**config.mk**
```make
export PLATFORM = sky130hd
export DESIGN_NAME = quick_pq_core
export DESIGN_NICKNAME = d
export VERILOG_FILES = /design/src/rtl/quick_pq_pkg.sv /design/src/rtl/quick_pq_stats.sv /design/src/rtl/quick_pq_core.sv
export SDC_FILE = /design/constraint.sdc
export NUM_CORES = 1
export LEC_CHECK = 0
export ABC_AREA = 1
export BUFFER_PORTS_ARGS = -buffer_cell sky130_fd_sc_hd__buf_2
export CORE_MARGIN = 8
export CORE_UTILIZATION = 49
export CTS_CLUSTER_SIZE = 30
export DETAILED_ROUTE_END_ITERATION = 7
export HOLD_SLACK_MARGIN = 0.15
export PLACE_DENSITY_LB_ADDON = 0.25
export SLEW_MARGIN = 10
export SYNTH_ARGS = -nofsm -noshare
export SYNTH_HDL_FRONTEND = slang
export SYNTH_SLANG_ARGS = --single-unit
```
**constraint.sdc**
```tcl
create_clock -name clk -period 5.7 [get_ports clk]
set_clock_uncertainty 0.05 [all_clocks]
set_input_delay 0.57 -clock clk [delete_from_list [all_inputs] [get_ports clk]]
set_output_delay 0.57 -clock clk [all_outputs]
set_load 0.1 [all_outputs]
```
**src/rtl/quick_pq_pkg.sv**
```systemverilog
// ============================================================================
// quick_pq_pkg : shared state type, key-compare width and ordering function
// Revision     : 1.0
// ============================================================================
`default_nettype none

package quick_pq_pkg;

  typedef enum logic {
    IDLE   = 1'b0,
    INSERT = 1'b1
  } pq_state_t;

  // Keys are zero-extended to this width before comparison (KW must be <= 64).
  localparam int c_KEY_W = 64;

  // Strict ordering so equal keys keep arrival order.
  function automatic logic better(
    input logic [c_KEY_W-1:0] a,
    input logic [c_KEY_W-1:0] b,
    input logic               max_first
  );
    return max_first ? (a > b) : (a < b);
  endfunction

endpackage

`default_nettype wire

```
**src/rtl/quick_pq_stats.sv**
```systemverilog
// ============================================================================
// quick_pq_stats : peak occupancy and sticky overflow tracking
// Revision       : 1.0
// ============================================================================
`default_nettype none

module quick_pq_stats #(
  parameter int CW = 4
) (
  input  logic          clk,
  input  logic          rst,
  input  logic          flush,
  input  logic          insert_done,
  input  logic [CW-1:0] count_next,
  input  logic          overflow_evt,
  output logic [CW-1:0] peak_count,
  output logic          overflow_err
);

  logic [CW-1:0] r_peak;
  logic          r_ovf;

  always_ff @(posedge clk or negedge rst) begin
    if (!rst) begin
      r_peak <= '0;
      r_ovf  <= 1'b0;
    end else if (flush) begin
      r_peak <= '0;
      r_ovf  <= 1'b0;
    end else begin
      if (insert_done && (count_next > r_peak)) r_peak <= count_next;
      if (overflow_evt) r_ovf <= 1'b1;
    end
  end

  assign peak_count   = r_peak;
  assign overflow_err = r_ovf;

endmodule

`default_nettype wire

```
**src/rtl/quick_pq_core.sv**
```systemverilog
// ============================================================================
// quick_pq_core : sorted priority queue, insertion-sort enqueue, 1-cycle dequeue
// Optional stats ports enabled by QUICK_PQ_STATS_EN.       Revision : 1.0
// ============================================================================
`default_nettype none

module quick_pq_core
  import quick_pq_pkg::*;
#(
  parameter int KW        = 16,
  parameter int DW        = 16,
  parameter int DEPTH     = 8,
  parameter int MAX_FIRST = 0,
  localparam int CW       = $clog2(DEPTH + 1)
) (
  input  logic          clk,
  input  logic          rst,
  input  logic          flush,
  input  logic          enq_valid,
  output logic          enq_ready,
  input  logic [KW-1:0] enq_key,
  input  logic [DW-1:0] enq_data,
  output logic          deq_valid,
  input  logic          deq_ready,
  output logic [KW-1:0] deq_key,
  output logic [DW-1:0] deq_data,
  output logic [CW-1:0] count,
  output logic          full,
  output logic          empty,
  output logic          busy
`ifdef QUICK_PQ_STATS_EN
  ,
  output logic [CW-1:0] peak_count,
  output logic          overflow_err
`endif
);

  localparam int            c_PW        = $clog2(DEPTH);
  localparam logic [CW-1:0] c_DEPTH_CNT = CW'(DEPTH);
  localparam logic          c_MAX_FIRST = (MAX_FIRST != 0);

  logic [KW-1:0]   r_mem_key  [DEPTH];
  logic [DW-1:0]   r_mem_data [DEPTH];
  logic [KW-1:0]   r_hold_key;
  logic [DW-1:0]   r_hold_data;
  logic [c_PW-1:0] r_ptr;
  logic [CW-1:0]   r_count;
  pq_state_t       r_state;

  pq_state_t       w_state_next;
  logic            w_enq_fire;
  logic            w_deq_fire;
  logic            w_shift;
  logic            w_insert_done;
  logic [CW-1:0]   w_count_after_deq;
  logic [c_PW-1:0] w_ptr_m1;

  assign full      = (r_count == c_DEPTH_CNT);
  assign empty     = (r_count == '0);
  assign busy      = (r_state == INSERT);
  assign enq_ready = (r_state == IDLE) && !full;
  assign deq_valid = (r_state == IDLE) && !empty;
  assign count     = r_count;
  assign deq_key   = r_mem_key[0];
  assign deq_data  = r_mem_data[0];

  assign w_enq_fire        = enq_valid && enq_ready;
  assign w_deq_fire        = deq_valid && deq_ready;
  assign w_count_after_deq = r_count - {{(CW-1){1'b0}}, w_deq_fire};
  assign w_ptr_m1          = r_ptr - {{(c_PW-1){1'b0}}, 1'b1};

  always_ff @(posedge clk or negedge rst) begin
    if (!rst) begin
      r_state <= IDLE;
    end else if (flush) begin
      r_state <= IDLE;
    end else begin
      r_state <= w_state_next;
    end
  end

  // The hole at r_ptr walks toward the head until the held key no longer wins.
  always_comb begin
    w_state_next  = r_state;
    w_shift       = 1'b0;
    w_insert_done = 1'b0;
    case (r_state)
      IDLE: begin
        if (w_enq_fire) w_state_next = INSERT;
      end
      INSERT: begin
        w_shift = (r_ptr != '0) &&
                  better(c_KEY_W'(r_hold_key), c_KEY_W'(r_mem_key[w_ptr_m1]), c_MAX_FIRST);
        if (!w_shift) begin
          w_insert_done = 1'b1;
          w_state_next  = IDLE;
        end
      end
    endcase
  end

  always_ff @(posedge clk or negedge rst) begin
    if (!rst) begin
      for (int i = 0; i < DEPTH; i++) begin
        r_mem_key[i]  <= '0;
        r_mem_data[i] <= '0;
      end
      r_hold_key  <= '0;
      r_hold_data <= '0;
      r_ptr       <= '0;
      r_count     <= '0;
    end else if (flush) begin
      r_count <= '0;
    end else if (r_state == IDLE) begin
      // Dequeue shift first; a same-cycle insert starts from the shifted array.
      if (w_deq_fire) begin
        for (int i = 0; i < DEPTH - 1; i++) begin
          r_mem_key[i]  <= r_mem_key[i+1];
          r_mem_data[i] <= r_mem_data[i+1];
        end
        r_mem_key[DEPTH-1]  <= '0;
        r_mem_data[DEPTH-1] <= '0;
        r_count             <= w_count_after_deq;
      end
      if (w_enq_fire) begin
        r_hold_key  <= enq_key;
        r_hold_data <= enq_data;
        r_ptr       <= w_count_after_deq[c_PW-1:0];
      end
    end else if (w_shift) begin
      r_mem_key[r_ptr]  <= r_mem_key[w_ptr_m1];
      r_mem_data[r_ptr] <= r_mem_data[w_ptr_m1];
      r_ptr             <= w_ptr_m1;
    end else begin
      r_mem_key[r_ptr]  <= r_hold_key;
      r_mem_data[r_ptr] <= r_hold_data;
      r_count           <= r_count + {{(CW-1){1'b0}}, 1'b1};
    end
  end

`ifdef QUICK_PQ_STATS_EN
  quick_pq_stats #(
    .CW (CW)
  ) u_stats (
    .clk          (clk),
    .rst          (rst),
    .flush        (flush),
    .insert_done  (w_insert_done),
    .count_next   (r_count + {{(CW-1){1'b0}}, 1'b1}),
    .overflow_evt (enq_valid && full && (r_state == IDLE)),
    .peak_count   (peak_count),
    .overflow_err (overflow_err)
  );
`endif

endmodule

`default_nettype wire

```
======== Word level (Yosys, flattened, before mapping) ========
Cells that the tools add are included.
Widths: inputs -> output; s select.
storage, ports and cells
  register bits ........................... 296
  latch bits .............................. 0
  memory bits (writable) .................. 0
  bits in read-only memories .............. 0
  bits of input ports ..................... 37
  output and inout bits ................... 41
  logic and storage cells ................. 82
  memories kept ........................... 0
operators by class
  add/subtract/negate cells ............... 3
  multipliers ............................. 0
  div/mod/pow operators ................... 0
  $lt $le $gt $ge ......................... 4
  equal/unequal tests ..................... 3
  shift operators ......................... 0
  mux-type cells .......................... 30
  bitwise operators ....................... 4
  reduce and logical (&&, ||, !) cells .... 17
operator list
  cell                 count
  $mux 128             6
  $bwmux 128           4
  $bmux 16 s3          2
  $mux 16              5
  $demux 16 s3         1
  $lt 16x16->1         1
  $mux 4               4
  $mux 3               3
  $ge 4x4->1 const B   2
  $not 3->4            2
  $logic_and 1x1->1    6
  $reduce_and 3->1     2
  $reduce_bool 3->1    2
  $add 4x1->4 const B  1
  $eq 4x4->1 const B   1
  $logic_not 4->1      1
  $lt 4x1->1 const B   1
  $mux 1               4
  $reduce_and 2->1     2
  $reduce_bool 2->1    2
  $sub 4x1->4          1
  $ne 3x3->1 const B   1
  $sub 3x1->3 const B  1
  $logic_not 1->1      2
  other kinds (3)      4

======== Longest topological paths before layout ========
Gate-level depths: netlist of the first run.
  depth after elaboration ................. 11
  mapped depth ............................ 27
  depth with buffers taken out ............ 20

======== Least setup slack after synthesis of the first run ========
No wires, ideal clock.
  kind .................................... reg2reg
  from .................................... register r_count[1] (netlist: count[1])
  to ...................................... register r_mem_data[70] (netlist bit)
  library setup time ...................... 0.123 ns
  data arrival time ....................... 4.686 ns
  data required time ...................... 5.527 ns
  setup slack ............................. 0.841 ns
  stages on the path, launching flop included .. 15
  buffers on the path ..................... 1
  clock period less this slack ............ 4.859 ns
  cells stage by stage .................... dfrtp_1 > inv_1 > ha_1 > nand2_1 > nor2_1 > nor2_1 > nand2_1 > nand2_1 > nand2_1 > inv_2 > o21ai_1 > clkbuf_1 > nand2_1 > inv_1 > a21oi_1
on the way
  word-level cells in the longest chain between the ends .. 6
ends and longest elaborated chain
  item                           line                  source
  start, declared                quick_pq_core.sv:47   logic [CW-1:0] r_count;
  start signal, assigned         quick_pq_core.sv:123  r_count <= w_count_after_deq;
  start signal, assigned         quick_pq_core.sv:137  r_count <= r_count + {{(CW-1){1'b0}}, 1'b1};
  $logic_not 4->1                quick_pq_core.sv:59   assign empty = (r_count == '0);
  named net empty                quick_pq_core.sv:29   output logic empty,
  $logic_not 1->1                quick_pq_core.sv:62   assign deq_valid = (r_state == IDLE) && !empty;
  $logic_and 1x1->1              quick_pq_core.sv:62
  named net deq_valid            quick_pq_core.sv:23   output logic deq_valid,
  $logic_and 1x1->1              quick_pq_core.sv:68   assign w_deq_fire = deq_valid && deq_ready;
  $reduce_bool 2->1 (no line)    n/a
  $reduce_and 2->1 (no line)     n/a
  end signal, assigned by index  quick_pq_core.sv:119  r_mem_data[i] <= r_mem_data[i+1];
  end signal, assigned by index  quick_pq_core.sv:132  r_mem_data[r_ptr] <= r_mem_data[w_ptr_m1];
  end signal, assigned by index  quick_pq_core.sv:136  r_mem_data[r_ptr] <= r_hold_data;
  end, declared                  quick_pq_core.sv:43   logic [DW-1:0] r_mem_data [DEPTH];
The timed path passes the listed nets, and every way through them passes these cells.
A chain may end at the register's enable or synchronous reset.

======== Worst setup path in the final report of the first run ========
  from .................................... register r_ptr[0]
  to ...................................... register r_mem_key[68] (netlist bit)
on the way
  word-level cells in the longest chain between the ends .. 10
  elaborated cells between the ends (all ways) .. 19
  those cells by class .................... add/sub: 1; order compare: 3; mux: 10; bitwise: 2; reduce/logical: 3
ends and longest elaborated chain
  item                                         line                                       source
  start, declared                              quick_pq_core.sv:46                        logic [c_PW-1:0] r_ptr;
  start signal, assigned                       quick_pq_core.sv:128                       r_ptr <= w_count_after_deq[c_PW-1:0];
  start signal, assigned                       quick_pq_core.sv:133                       r_ptr <= w_ptr_m1;
  $sub 3x1->3                                  quick_pq_core.sv:70                        assign w_ptr_m1 = r_ptr - {{(c_PW-1){1'b0}}, 1'b1};
  $not 3->4 (not written as such)              quick_pq_core.sv:93, quick_pq_core.sv:131
  $bmux 16 s3                                  quick_pq_core.sv:93, quick_pq_core.sv:131
  $mux 16 (not written as such) (2 in series)  quick_pq_core.sv:93, quick_pq_core.sv:131
  $lt 16x16->1                                 quick_pq_pkg.sv:23                         return max_first ? (a > b) : (a < b);
  $logic_and 1x1->1                            quick_pq_core.sv:92                        w_shift = (r_ptr != '0) &&
  $mux 1                                       quick_pq_core.sv:87                        case (r_state)
  $mux 128 (*)                                 quick_pq_core.sv:130                       end else if (w_shift) begin
  $mux 128 (*)                                 quick_pq_core.sv:114                       end else if (r_state == IDLE) begin
  end signal, assigned by index                quick_pq_core.sv:118                       r_mem_key[i] <= r_mem_key[i+1];
  end signal, assigned by index                quick_pq_core.sv:131                       r_mem_key[r_ptr] <= r_mem_key[w_ptr_m1];
  end signal, assigned by index                quick_pq_core.sv:135                       r_mem_key[r_ptr] <= r_hold_key;
  end, declared                                quick_pq_core.sv:42                        logic [KW-1:0] r_mem_key [DEPTH];
Every way passes the cells marked *; elsewhere a longest branch is shown, timed or not. The select of a mux whose other input is x is not followed.

==> results of run 1 <==
[routing by layer]
| layer | track usage | up-vias | wire length, µm |
|---|---|---|---|
| met5 | 0 | - | 0 |
| met4 | 0.1396 | 0 | 3890 |
| met3 | 0.03636 | 203 | 6266 |
| met2 | 0.4576 | 1091 | 33740 |
| met1 | 0.3673 | 10606 | 31250 |
| li1 | - | 11087 | - |
[flip-flops by register name, summed over array words and instances (netlist names)]
register,cells
busy,1
r_hold_data,16
r_hold_key,16
count,4
r_mem_data,112
deq_key,16
r_mem_key,112
r_ptr,3
deq_data,16
[logic make-up (layout without fill, tap and decap cells)]
family          Yosys count  after routing  share of synthesized area
compound gates          815            815                     0.1850
xor+xnor                  5              5                   0.002663
fa+ha+maj                21             21                    0.01189
buf+inv                 873            713                     0.1573
flops                   296            296                     0.3353
mux                       8              8                   0.004078
simple gates           1605           1605                     0.3038
[critical path: cells and delay by family (launching register included)]
kind                     cells  cell delay (ps)
adder cells (fa/ha/maj)      2              570
flip-flops                   1              850
AO/OA/AOI/OAI                4              480
AND/OR/NAND/NOR              8             1000
buffers and inverters        4             1450
[placed cells by master (no fill, tap or decap), types with 3 or more instances in the layout]
master / instances
a21oi_1: 583
buf_12: 6
buf_2: 76
buf_4: 37
bufinv_16: 4
clkbuf_1: 12
clkbuf_16: 39
clkbuf_8: 3
clkinv_2: 4
dfrtp_1: 294
dlygate4sd3_1: 4
ha_1: 20
inv_1: 517
inv_2: 6
mux2_2: 8
nand2_1: 1030
nand3_1: 521
nor2_1: 40
nor3_2: 7
o21ai_0: 186
o21ai_1: 36
o21ai_4: 7
[per-stage QoR]
step / instances / area, µm² / hold slack, ps
2_1_floorplan: 3623 / 22090 / 224.4
3_3_place_gp: 3995 / 22330 / 443.5
3_5_place_dp: 3995 / 22330 / 447.6
4_1_cts: 4063 / 23580 / 151.5
5_1_grt: 4063 / 23580 / 174.2
6_report: 4063 / 23580 / 166.4
[cell type report]
| class | count | area, µm² | share of cell area |
|---|---|---|---|
| inverter | 525 | 1981 | 0.08398 |
| multi-input combinational | 2454 | 11390 | 0.4828 |
| timing repair buffer | 124 | 833.3 | 0.03533 |
| clock buffer | 54 | 1062 | 0.04504 |
| sequential | 296 | 7415 | 0.3144 |
| clock inverter | 10 | 156.4 | 0.006632 |
| tap | 600 | 750.7 | 0.03183 |
[worst paths after layout]
| check | from | to | slack [ps] | depth (start not counted) |
|---|---|---|---|---|
| min in group asynchronous | rst | deq_key[8] | 590 | 2 |
| hold reg to reg | r_mem_key[3] | r_mem_key[3] | 460 | 2 |
| setup reg to reg | r_ptr[0] | r_mem_key[68] | 820 | 18 |
| max in group asynchronous | rst | r_mem_data[57] | 3710 | 3 |
| setup / recovery | r_ptr[0] | r_mem_key[68] | 820 | 18 |
| hold / removal | enq_data[8] | r_hold_data[8] | 170 | 3 |
==> metrics.yaml, run 1 <==
setup-tns-final_ps: 0
synth_top_area_cell: "dfrtp_1"
cts_setup_buffers: 0
chipHeight_um: 228.3
synth-edff-count: 0
yosys-top-cells-count: "1030 x nand2_1, 583 x a21oi_1, 521 x nand3_1, 520 x inv_1, 296 x dfrtp_1"
nets: 3496
endpoint_kind: "register"
via_count: 22987
yosysMostFrequentCell: "nand2_1"
num_rows: 78
drtIter0Drc: 2445
cts.reportedPaths.clkPinSlew_ps: 60
slew_headroom: 0.1689
place.port_buffers: 77
timing.fmax_mhz: 205.0
cp.required_ps: 6090
grt_max_degree: 225
status: "finished clean"
setup_viol: 0
synthCells: 3623
die-area_mm2: 0.05213
cts_max_level: 2
hold_violations: 0
syn_area_mm2: 0.02209
grt_pass1_vias: 21708
final_layout_size_suffix_gt1_frac: 0.06122
cts-hold-fix-buffers: 4
grt_usage: 0.2817
syn_nets: 3681
synth_top_area_share: 0.3353
synth.distinct_cells: 26
fin_ws_ps: 822.2
hold_class: "input port to register"
finalWirelength_mm: 75.15
antenna_found_initial: 0
synth-seq-cells: 296
drv_cap: 0
diodes: 0
cts-root-buf: "clkbuf_16"
final_core_util: 0.5253
place_congestion: 0.8465
period_share: 0.8558
wl_per_cell_um: 18.50
start_util: 0.4921
clk_latency_ps: 570
path_class: "register to register"
cts_max_path_buffers: 3
max_stage_delay_ps: 850
dp.final_hpwl_mm: 39.77
synth_ff_type: "dfrtp_1"
async_reset_ff_frac: 1.000
grt_pass1_wl_mm: 120.7
grt.overflow.total: 0
post-route-min-period_ps: 4878
cts_tree: "yes"
path_cells: "inv_4 > ha_2 > inv_2 > buf_4 > a21oi_1 > o21ai_0 > nand3_1 > nand2_1 > ha_1 > nand2_1 > nor2_1 > a211oi_1 > nand2_1 > nand2_8 > buf_12 > nand3_1 > nand3_1 > a21oi_1"
critPathLaunchType: "register"
viasPerCell: 5.658
fillers: 4572
die_w_um: 228.3
cp.arrival_ps: 5270
place_ws_ps: 931.1
synth.area.top_cells: "dfrtp_1 34%, nand2_1 18%, a21oi_1 13%, nand3_1 12%, inv_1 8.8%"
syn_avg_cell_area_um2: 6.097
yosysWarnings: 0
worst_path_max_delay_cell: "dfrtp_4"
ios: 78
slew_violations: 0
cts_buffers: 37
drc: 0
dr.pass1.iters: 5
cts_resized: 0
crit_fanout: 224
rsz0062_at_grt: "no"
area_growth_pct: 6.757
antenna_left: 0
ys_seq_area_frac: 0.3353
cts.sinks: 296
core_area_mm2: 0.04489
tightest_slew_ps: 1247
Power of run 1 is not shown: default switching activity piles up to over one toggle a cycle in this logic, so the estimate is an artifact.
==> inputs of run 2 (changes only) <==
--- a/config.mk
+++ b/config.mk
@@ -7,11 +7,10 @@
 export LEC_CHECK = 0
 export ABC_AREA = 1
 export BUFFER_PORTS_ARGS = -buffer_cell sky130_fd_sc_hd__buf_2
-export CORE_MARGIN = 8
+export CORE_MARGIN = 3
 export CORE_UTILIZATION = 49
 export CTS_CLUSTER_SIZE = 30
 export DETAILED_ROUTE_END_ITERATION = 7
-export HOLD_SLACK_MARGIN = 0.15
 export PLACE_DENSITY_LB_ADDON = 0.25
 export SLEW_MARGIN = 10
 export SYNTH_ARGS = -nofsm -noshare
==> run 2 against run 1 <==
  * The run now ends with hold timing left
  * Global-route usage up 2.5 points
  * Final cell count unchanged
  * Register-to-register slack better by 100 ps
  * Via count down 0.18%
  * Critical path depth up 1
  * Routed wire length down 2.4%
  * Count of clock-buffer cells in the layout up 7
  * Flip-flop and latch count unchanged
  * Cell area up 0.16%
  * Utilization up 0.65 points
  * Non-clock buffer count up 3
  * Die area down 8.6%
  * Highest routed layer unchanged
==> metrics.yaml, run 2 (synthesis results as in run 1) <==
status: "finished with violations"
violations: "hold timing"
cts.sinks: 296  # unchanged
critPathLaunchType: "register"
placed_area_mm2: 0.02238  # +0.25%
via_count: 22946  # -0.18%
dp.final_hpwl_mm: 38.97  # -2.0%
tightest_slew_ps: 1105  # -141.9 ps
rr_startpoint: "r_ptr[1]"
cts_max_path_buffers: 3  # unchanged
grt.overflow.total: 0  # unchanged
wl_per_cell_um: 18.06  # -2.4%
chipHeight_um: 218.3  # -4.4%
place.port_buffers: 77  # unchanged
start_util: 0.4974  # +0.005309
nets: 3499  # +0.086%
num_rows: 77  # -1.3%
setup_viol: 0  # unchanged
timing.fmax_mhz: 209.3  # +2.1%
cp.required_ps: 6060  # -30 ps
cts_resized: 0  # unchanged
max_stage_delay_ps: 800  # -50 ps
drtIter0Drc: 2515  # +2.9%
hold_violations: 2  # +2
crit_top_cell: "nand2_1"
largestRegisters: "r_mem_data x112, r_mem_key x112"
viasPerCell: 5.648  # -0.18%
cts_setup_buffers: 0  # unchanged
fin_area_mm2: 0.02362  # +0.16%
cts.reportedPaths.clkPinSlew_ps: 60  # about the same
path_cells: "inv_1 > ha_2 > buf_4 > a21oi_1 > o21ai_0 > nand3_1 > nand2_1 > ha_1 > a21oi_1 > nor2_1 > a211oi_1 > nand2_1 > nand2_8 > nand2_8 > inv_2 > buf_4 > nand2_1 > nand3_1 > o21ai_0"
hold_class: "input port to async pin"
path_class: "register to register"
mostFrequentLayoutCell: "nand2_1"
startpoint: "r_ptr[1]"
reg2reg_slack_ps: 920  # +100 ps
period_share: 0.8382  # -0.01757
crit_buf_inv: 4  # unchanged
slew_headroom: 0.2635  # +0.09463
reg2reg_to: "r_mem_key[0]"
reg2reg_depth: 19  # +1
setup.worst_path.end: "r_mem_key[0]"
clk_latency_ps: 540  # -30 ps
path_depth: 19  # +1
antenna_found_initial: 0  # unchanged
setup-tns-final_ps: 0  # unchanged
slew_violations: 0  # unchanged
ios: 78  # unchanged
cts_tree: "yes"
place_ws_ps: 1040  # +109.2 ps
final_layout_size_suffix_gt1_frac: 0.06427  # +0.003047
die-area_mm2: 0.04767  # -8.6%
worst_path_max_delay_cell: "buf_4"
crit_fanout: 64  # -71%
instances_no_fill: 4063  # unchanged
antenna_left: 0  # unchanged
die_w_um: 218.3  # -4.4%
grt_pass1_wl_mm: 117.9  # -2.4%
dr.pass1.iters: 7  # +2
drv_cap: 0  # unchanged
fin_ws_ps: 922.4  # +100.1 ps
grt_max_degree: 188  # -16%
drc: 0  # unchanged
layout_common_cells: "1030 x nand2_1, 583 x a21oi_1, 521 x nand3_1"
finalWirelength_mm: 73.37  # -2.4%
rsz0062_at_grt: "no"
core_area_mm2: 0.04441  # -1.1%
grt_pass1_vias: 21625  # -0.38%
endpoint_kind: "register"
dp.cells: 3994  # -0.025%
whs_ps: -6.490  # -172.9 ps
cp.arrival_ps: 5140  # -130 ps
cts_buffers: 37  # unchanged
grt_usage: 0.3071  # +0.02536
cpLargestDelayFamily: "buffers and inverters"
area_growth_pct: 6.927
place_congestion: 0.8195  # -3.2%
cts-root-buf: "clkbuf_16"
cts-hold-fix-buffers: 0  # -4
cts_max_level: 2  # unchanged
post-route-min-period_ps: 4778  # -100.1 ps
## run 2: changes by cell type in the layout (fill, tap and decap cells not counted)
| cell | previous run | this run |
|---|---|---|
| inv_2 | 6 | 5 |
| buf_4 | 37 | 43 |
| clkbuf_8 | 3 | 11 |
| clkbuf_1 | 12 | 11 |
| clkinvlp_4 | 1 | 0 |
| bufinv_16 | 4 | 1 |
| diode_2 | 0 | 1 |
| clkinv_1 | 0 | 1 |
| buf_12 | 6 | 7 |
| dlygate4sd3_1 | 4 | 0 |
| inv_8 | 1 | 2 |
## run 2: how the worst min path moves through the flow
stage                   start  slack (ps)  cells after the start             end
5_1_grt                   rst          80                      1   r_mem_key[77]
4_1_cts                   rst          60                      1   r_mem_key[77]
3_3_place_gp    r_mem_data[8]         450                      2   r_mem_data[8]
2_1_floorplan             rst         220                      0            busy
3_5_place_dp   r_mem_data[14]         450                      2  r_mem_data[14]
6_report                  rst          -6                      1   r_mem_key[77]
## run 2: metrics by stage
stage               utilization  hold slack (ps)
floorplan                     -            224.4
global placement         0.5039            445.4
detailed placement       0.5039            449.7
CTS                      0.5318            56.81
global route             0.5318            83.77
finish                   0.5318           -6.490
## run 2: cell type report
cell class	count	area (µm²)
clock inverters	7	70.07
clock buffers	61	1169
repair buffers	127	858.3
flip-flops and latches	296	7415
diodes	1	2.502
well taps	592	740.7
fillers	4517	20790
inverters	525	1981
multi-input cells	2454	11390
## run 2: routing by layer
| metal | vias to the layer above | GRT usage | wire length, µm |
|---|---|---|---|
| met1 | 10578 | 0.4064 | 30520 |
| met5 | - | 0 | 0 |
| met2 | 1100 | 0.5107 | 33950 |
| met3 | 168 | 0.04296 | 5974 |
| met4 | 0 | 0.1179 | 2922 |
| li1 | 11100 | - | - |
## run 2: worst register-to-register path: stages (launching register included)
cell,delay (ps)
dfrtp_1,470
inv_1,190
ha_2,380
buf_4,800
a21oi_1,70
o21ai_0,120
nand3_1,90
nand2_1,130
ha_1,260
a21oi_1,140
nor2_1,60
a211oi_1,220
nand2_1,180
nand2_8,360
nand2_8,300
inv_2,290
buf_4,290
nand2_1,80
nand3_1,60
o21ai_0,90
Power of run 2 is left out for the same reason.
